$ cat config.mk
export PLATFORM = sky130hd
export DESIGN_NAME = float_to_fixed_seq
export DESIGN_NICKNAME = d
export VERILOG_FILES = /design/src/rtl/float_to_fixed_seq.sv
export SDC_FILE = /design/constraint.sdc
export NUM_CORES = 1
export LEC_CHECK = 0
export CAP_MARGIN = 25
export CORE_MARGIN = 1
export CORE_UTILIZATION = 59
export DETAILED_ROUTE_END_ITERATION = 6
export DONT_BUFFER_PORTS = 1
export PLACE_DENSITY = 0.74
export SKIP_LAST_GASP = 1
export SLEW_MARGIN = 20
export SYNTH_ARGS = -nofsm -noshare
export SYNTH_HDL_FRONTEND = slang
export SYNTH_SLANG_ARGS = --single-unit
$ cat constraint.sdc
create_clock -name clock -period 2.5 [get_ports clock]
set_input_delay 0.25 -clock clock [delete_from_list [all_inputs] [get_ports clock]]
set_output_delay 0.25 -clock clock [all_outputs]
set_load 0.005 [all_outputs]
$ cat src/rtl/float_to_fixed_seq.sv
// float_to_fixed_seq
//   Converts an IEEE-754 single-precision operand into a 32-bit two's
//   complement fixed-point value Q(31-FRAC_BITS).FRAC_BITS. The result feeds
//   the CORDIC datapath. The block uses the custom-instruction handshake.
//   Alignment uses an iterative shifter that moves up to STEP bits per enabled
//   cycle. This keeps the shifter small.
//
// Ports
//   clock   in   rising-edge clock
//   reset   in   asynchronous active-low reset
//   clk_en  in   global enable; 0 freezes all state (done/result included)
//   start   in   request, accepted only in IDLE
//   dataa   in   [31:0] float operand, captured on the accepting edge
//   result  out  [31:0] fixed-point result, holds between operations
//   done    out  one-enabled-cycle pulse; result valid while high
module float_to_fixed_seq #(
  parameter int FRAC_BITS = 22,
  parameter int STEP      = 4
) (
  input  logic        clock,
  input  logic        reset,
  input  logic        clk_en,
  input  logic        start,
  input  logic [31:0] dataa,
  output logic [31:0] result,
  output logic        done
);

  typedef enum logic [1:0] {IDLE, DECODE, SHIFT, FIN} state_t;

  // Bias removal and the 23-bit mantissa offset are folded into one constant.
  localparam logic signed [9:0] SH_OFF = 10'(FRAC_BITS - 150);
  localparam logic [9:0]        STEP_W = 10'(STEP);

  state_t      state_q, state_d;
  logic [31:0] data_q;
  logic [31:0] mag_q;
  logic [31:0] spec_val_q;
  logic        spec_q;
  logic        left_q;
  logic [9:0]  rem_q;

  logic              sign_w;
  logic [7:0]        e_w;
  logic [22:0]       frac_w;
  logic signed [9:0] sh_w;
  logic [9:0]        sh_abs_w;
  logic [31:0]       sat_w;
  logic              is_spec;
  logic [31:0]       spec_val;
  logic [9:0]        k_w;

  assign sign_w   = data_q[31];
  assign e_w      = data_q[30:23];
  assign frac_w   = data_q[22:0];
  assign sh_w     = $signed({2'b00, e_w}) + SH_OFF;
  assign sh_abs_w = sh_w[9] ? 10'(-sh_w) : 10'(sh_w);
  assign sat_w    = sign_w ? 32'h8000_0000 : 32'h7FFF_FFFF;

  // Once sh exceeds 7, m<<sh no longer fits in 31 magnitude bits.
  // Once sh is below -24, all 24 mantissa bits are shifted out.
  always_comb begin
    is_spec  = 1'b1;
    spec_val = '0;
    if (e_w == 8'd0)
      spec_val = '0;
    else if (e_w == 8'hFF)
      spec_val = (frac_w != '0) ? 32'h0 : sat_w;
    else if (sh_w > 10'sd7)
      spec_val = sat_w;
    else if (sh_w < -10'sd24)
      spec_val = '0;
    else
      is_spec = 1'b0;
  end

  assign k_w = (rem_q < STEP_W) ? rem_q : STEP_W;

  always_ff @(posedge clock or negedge reset) begin
    if (!reset)      state_q <= IDLE;
    else if (clk_en) state_q <= state_d;
  end

  always_comb begin
    state_d = state_q;
    case (state_q)
      IDLE:    if (start) state_d = DECODE;
      DECODE:  state_d = (is_spec || sh_w == 10'sd0) ? FIN : SHIFT;
      SHIFT:   if (rem_q == k_w) state_d = FIN;
      FIN:     state_d = IDLE;
      default: state_d = IDLE;
    endcase
  end

  always_ff @(posedge clock or negedge reset) begin
    if (!reset) begin
      data_q     <= '0;
      mag_q      <= '0;
      spec_val_q <= '0;
      spec_q     <= 1'b0;
      left_q     <= 1'b0;
      rem_q      <= '0;
      result     <= '0;
      done       <= 1'b0;
    end else if (clk_en) begin
      done <= (state_q == FIN);
      case (state_q)
        IDLE: if (start) data_q <= dataa;
        DECODE: begin
          spec_q     <= is_spec;
          spec_val_q <= spec_val;
          mag_q      <= {8'h00, 1'b1, frac_w};
          rem_q      <= sh_abs_w;
          left_q     <= ~sh_w[9];
        end
        SHIFT: begin
          mag_q <= left_q ? (mag_q << k_w) : (mag_q >> k_w);
          rem_q <= rem_q - k_w;
        end
        FIN: result <= spec_q ? spec_val_q : (sign_w ? -mag_q : mag_q);
        default: ;
      endcase
    end
  end

endmodule
**Word level (Yosys, flattened, before mapping)**

Cells that the tools add are included.

- Bits in latches: 0
- Output and inout port bits: 33
- Bits in registers: 143
- Memories kept: 0
- Input bits: 36
- Bits in read-only memories: 0
- Logic and storage cells: 57
- RAM bits: 0

- Shift-type cells: 2
- Equality and inequality tests: 7
- Multiply operators: 0
- Multiplexer cells: 20
- Div/mod/pow operators: 0
- Reductions and logical operators: 11
- Bitwise logic cells: 1
- Add/sub/neg operators: 4
- Magnitude comparators: 3

Operator list:

| cell | count |
|---|---|
| two-way mux 32 bit | 8 |
| one-hot mux 32 bit (2 select lines) | 1 |
| negator 32 bit | 1 |
| left shift 32 x 10 -> 32 bit | 1 |
| right shift 32 x 10 -> 32 bit | 1 |
| nonzero test 23 bit | 1 |
| two-way mux 10 bit | 2 |
| one-hot mux 10 bit (2 select lines) | 1 |
| adder 9 x 8 -> 10 bit (second input constant) | 1 |
| == test 10 bit | 1 |
| > comparator 10 x 4 -> 1 bit (second input constant) | 1 |
| logical NOT 10 bit | 1 |
| < comparator 10 x 3 -> 1 bit (second input constant) | 1 |
| < comparator 10 x 6 -> 1 bit (second input constant) | 1 |
| negator 10 bit | 1 |
| subtractor 10 bit | 1 |
| == test 8 bit (second input constant) | 1 |
| logical NOT 8 bit | 1 |
| one-hot mux 2 bit (4 select lines) | 1 |
| AND reduction 2 bit | 3 |
| AND reduction 3 bit | 2 |
| two-way mux 1 bit | 5 |
| == test 2 bit (second input constant) | 2 |
| two-way mux 2 bit | 2 |
| 6 further kinds | 7 |

**Depth between registers and ports, before layout**

- Word-level depth: 9
- Mapped depth: 9

**Worst setup path before layout**

No wires, ideal clock.

- Kind: reg2reg
- Start point: reg rem_q[8]
- End point: reg rem_q[6]
- Path buffers: 1
- Required time: 2.364 ns
- Cell stages (with the launch flop): 10
- Period minus slack after synthesis: 2.532 ns
- Data arrival time: 2.395 ns
- Library setup time: 0.136 ns
- Slack: -0.032 ns
- Cells stage by stage: dfrtp_1 -> or4_1 -> buf_2 -> o31ai_1 -> ha_1 -> inv_1 -> o311ai_0 -> o21ai_0 -> a21oi_1 -> a21oi_1

- Longest elaborated chain between the ends: 4

RTL lines:

| what | RTL line | source |
|---|---|---|
| start, declared | 41 | `logic [9:0] rem_q;` |
| start signal, assigned | 113 | `rem_q <= sh_abs_w;` |
| start signal, assigned | 118 | `rem_q <= rem_q - k_w;` |
| < comparator 10 x 3 -> 1 bit | 77 | `assign k_w = (rem_q < STEP_W) ? rem_q : STEP_W;` |
| two-way mux 10 bit | 77 |  |
| subtractor 10 bit | 118 |  |
| one-hot mux 10 bit (2 select lines) | 107 | `case (state_q)` |

No other way between the ends.
A chain may end at the register's enable or synchronous reset.

**Worst setup path after layout**

- Start point: reg rem_q[7]
- End point: reg mag_q[27]

- Longest elaborated chain between the ends: 5

RTL lines:

| what | RTL line | source |
|---|---|---|
| < comparator 10 x 3 -> 1 bit | 77 |  |
| two-way mux 10 bit (*) | 77 |  |
| right shift 32 x 10 -> 32 bit / left shift 32 x 10 -> 32 bit (equally long branches) | 117 | `mag_q <= left_q ? (mag_q << k_w) : (mag_q >> k_w);` |
| two-way mux 32 bit (*) | 117 |  |
| one-hot mux 32 bit (2 select lines) (*) | 107 |  |
| end signal, assigned | 112 | `mag_q <= {8'h00, 1'b1, frac_w};` |
| end signal, assigned | 117 |  |
| end, declared | 37 | `logic [31:0] mag_q;` |

Mark *: on every way between the ends. The rest lies on a longest branch, timed or not.

==> summary.md <==
| Metric | Value |
|---|---|
| Status | finished with violations |
| Failing checks | negative hold slack |
| Share of post-route cells with drive strength above 1 | 0.2249 |
| Leading area contributor after synthesis | dfrtp_1 |
| P_sw | 6.102 mW |
| Sequential power share | 0.275 |
| Worst Tran Pin Value | 0.9352 ns |
| Antenna Nets Post-Route | 0 |
| Synth-to-Final Area Change | 15.63% |
| Final hold vios | 113 |
| Die Ht | 120.8 um |
| Drt wl/cell | 22.48 um |
| Clock tree from TritonCTS | built |
| Ranking of synthesized cells by area | dfrtp_1 34%, mux4_2 13%, mux2_2 5.0%, o21ai_0 4.3%, nand2_1 3.6% |
| Nets@finish | 956 |
| Final slew viol count | 0 |
| DR vias | 7714 |
| Slowest CP cell | or4_1 |
| Sw Share | 0.4474 |
| Synthesis warning total | 0 |
| First-pass GRT wire length | 40120 um |
| Pleak | 3.782 nW |
| Initial antenna violation count | 0 |
| Main synth FF type | dfrtp_1 |
| Tot GR Track Use | 0.3583 |
| DPL Wire Length | 16870 um |
| Setup Skew | 0.006557 ns |
| Worst R2R Path Depth | 7 |
| Vias in the first global route | 7607 |
| Ant. Diodes | 0 |
| Hold buffers post-CTS | 33 |
| Tcrit/Tclk final | 0.9704 |
| Stages on worst setup path | 7 |
| Unrepaired setup endpoints after global routing | true |
| Worst vdd ir | 0.7929 mV |
| Die width | 120.8 um |
| Clk network pwr share | 0.158 |
| I/O pin count | 69 |
| Crit-path cells | or4_1, buf_4, or3_1, buf_12, and2_0, a311oi_1, o21ai_0 |
| Most frequent cells in the layout | 111 x dfrtp_1, 81 x nand2_1, 72 x o21ai_0 |
| Vias per cell | 6.981 |
| Syn Inst Count | 888 |
| Asr flop ratio synth | 1.000 |
| Hold slack | -0.4769 ns |
| Initial Utilization | 0.6027 |
| Clock Tree Buf Depth | 2 |
| Largest net degree at the start of global routing | 114 |
| Delay-heaviest family, CP | simple AND/OR/NAND/NOR gates |
| Post-synth cell types | 74 |
| Worst slack, placed | -0.04550 ns |
| Cell Pwr Density | 1416 mW/mm2 |
| DRT Wirelength | 24850 um |
| Site row count | 43 |
| Critical Path AT | 2.72 ns |
| Period minus WS final | 2.426 ns |
| Initial DRC Count | 1031 |
| CTS H-Tree Depth | 4 |
| CTS clk-pin slew, worst paths | 0.06 ns |
| Overflow after GRT | 0 |
| Sinks on Clock Net | 113 |
| Max FO, Critical Path | 28 |
| Mapped Area | 0.008333 mm2 |
| Placer Congestion | 0.9656 |
| Final std cells w/o fill | 1105 |
| Crit path kind | reg2reg |
| Power, Total | 13.64 mW |
| Number of synthesized flops with an enable pin | 0 |
| Placed cell count | 1039 |
| Synth top area share | 0.3393 |
| Residual DRC | 0 |
| Leading cell type in the layout, fill and taps excluded | dfrtp_1 |
| Final setup fails | 0 |
| Syn_nets | 932 |
| Synth Area per Inst | 9.384 um2 |
| Slowest stage delay, CP | 0.57 ns |
| Achievable Freq | 0.4122 GHz |
| Slew Limit Headroom | 0.3742 |
| CP required | 2.80 ns |
| FF+latch count, synth | 113 |
| First-pass iteration count of the detailed router | 6 |
| I/O Buffers | 0 |
| Setup crit end kind | register |
| Worst skew pair latency | 0.42 ns |
| CTS Buf Count | 17 |
| P_int | 7.537 mW |
| Area of the core | 0.01383 mm2 |
| Worst setup slack after layout | 0.07399 ns |
| Sequential area share after synthesis | 0.3393 |
| Total die area | 0.01460 mm2 |
| Type of origin of the critical path | register |
| Combinational share of power | 0.567 |
| Root buf cell | clkbuf_16 |
| Max-cap violations | 0 |
| Worst Hold Class | in2async |
| Worst Path Buf+Inv | 2 |
-- flip-flops by register name, indices dropped and copies added, names as in the netlist --
register / cells
data_q: 32
spec_val_q: 2
mag_q: 32
done: 1
result: 32
state_q: 2
rem_q: 10
left_q: 1
spec_q: 1
-- Yosys cell counts, types with 12 or more instances --
library cell and instances:
a21oi_1 53, buf_2 18, clkbuf_1 70, dfrtp_1 113, inv_1 15, mux2_2 37
mux2i_1 30, mux4_2 47, nand2_1 81, nor2_1 69, nor3_1 19, nor4_1 16
o211ai_1 12, o21ai_0 72, o31ai_1 15, xnor2_1 14
-- layer usage --
layer | vias up | wire [um] | GRT usage | part of all wire
li1 | 3390 | - | - | -
met4 | 0 | 982 | 0.1775 | 0.040
met2 | 523 | 11450 | 0.5454 | 0.46
met5 | - | 0 | 0 | 0
met3 | 90 | 2708 | 0.09104 | 0.11
met1 | 3711 | 9707 | 0.4748 | 0.39
-- final timing paths --
check                              to  slack [ns]  startpoint
setup / recovery            mag_q[27]        0.07    rem_q[7]
hold reg to reg              rem_q[8]        0.49    rem_q[8]
max in group asynchronous    rem_q[1]        2.84       reset
setup reg to reg            mag_q[27]        0.07    rem_q[7]
min in group clock         state_q[0]        0.06      clk_en
hold / removal              result[5]       -0.48       reset
-- metrics by stage --
step	util	setup TNS, ns	area [um2]	hold WS (ns)
floorplan	-	0	8333	-0.04559
global placement	0.6323	0	8743	-0.04294
detailed placement	0.6323	-0.04550	8743	-0.04309
CTS	0.6948	0	9607	-0.4851
global route	0.6969	-0.02781	9635	-0.4925
finish	0.6969	0	9635	-0.4769
-- kinds of logic after synthesis --
| logic type | Yosys count | synth area share |
|---|---|---|
| mux | 114 | 0.2131 |
| flops | 113 | 0.3393 |
| simple gates | 265 | 0.1604 |
| fa+ha+maj | 8 | 0.01201 |
| other cells | 1 | 0.0004500 |
| xor+xnor | 24 | 0.02523 |
| buf+inv | 117 | 0.05721 |
| compound gates | 246 | 0.1923 |
-- timing repair --
action | 4_1_cts | 5_1_grt
endpoints found under the hold margin | 146 | 113
gates resized for setup | 1 | 3
gates cloned | 0 | 0
pin swaps | 0 | 1
setup endpoints to repair | 1 | 5
buffers inserted | 0 | 1
-- area by class of cell --
type	instances	area (um2)
multi-input cells	658	5064
fillers	1043	4192
flip-flops and latches	113	2833
repair buffers	106	928.4
clock buffers	21	460.4
well taps	180	225.2
clock inverters	11	65.06
inverters	16	60.06
-- power groups by stage --
stage | logic, mW | clock network (mW) | registers (mW)
after floorplan | 5.63 | 0 | 3.28
after global placement | 7.23 | 0 | 3.67
after detailed placement | 7.40 | 0 | 3.74
after CTS | 7.52 | 2.17 | 3.72
after global routing | 8.31 | 2.27 | 3.87
final | 7.73 | 2.16 | 3.75
Power figures use the tool's default switching activity.
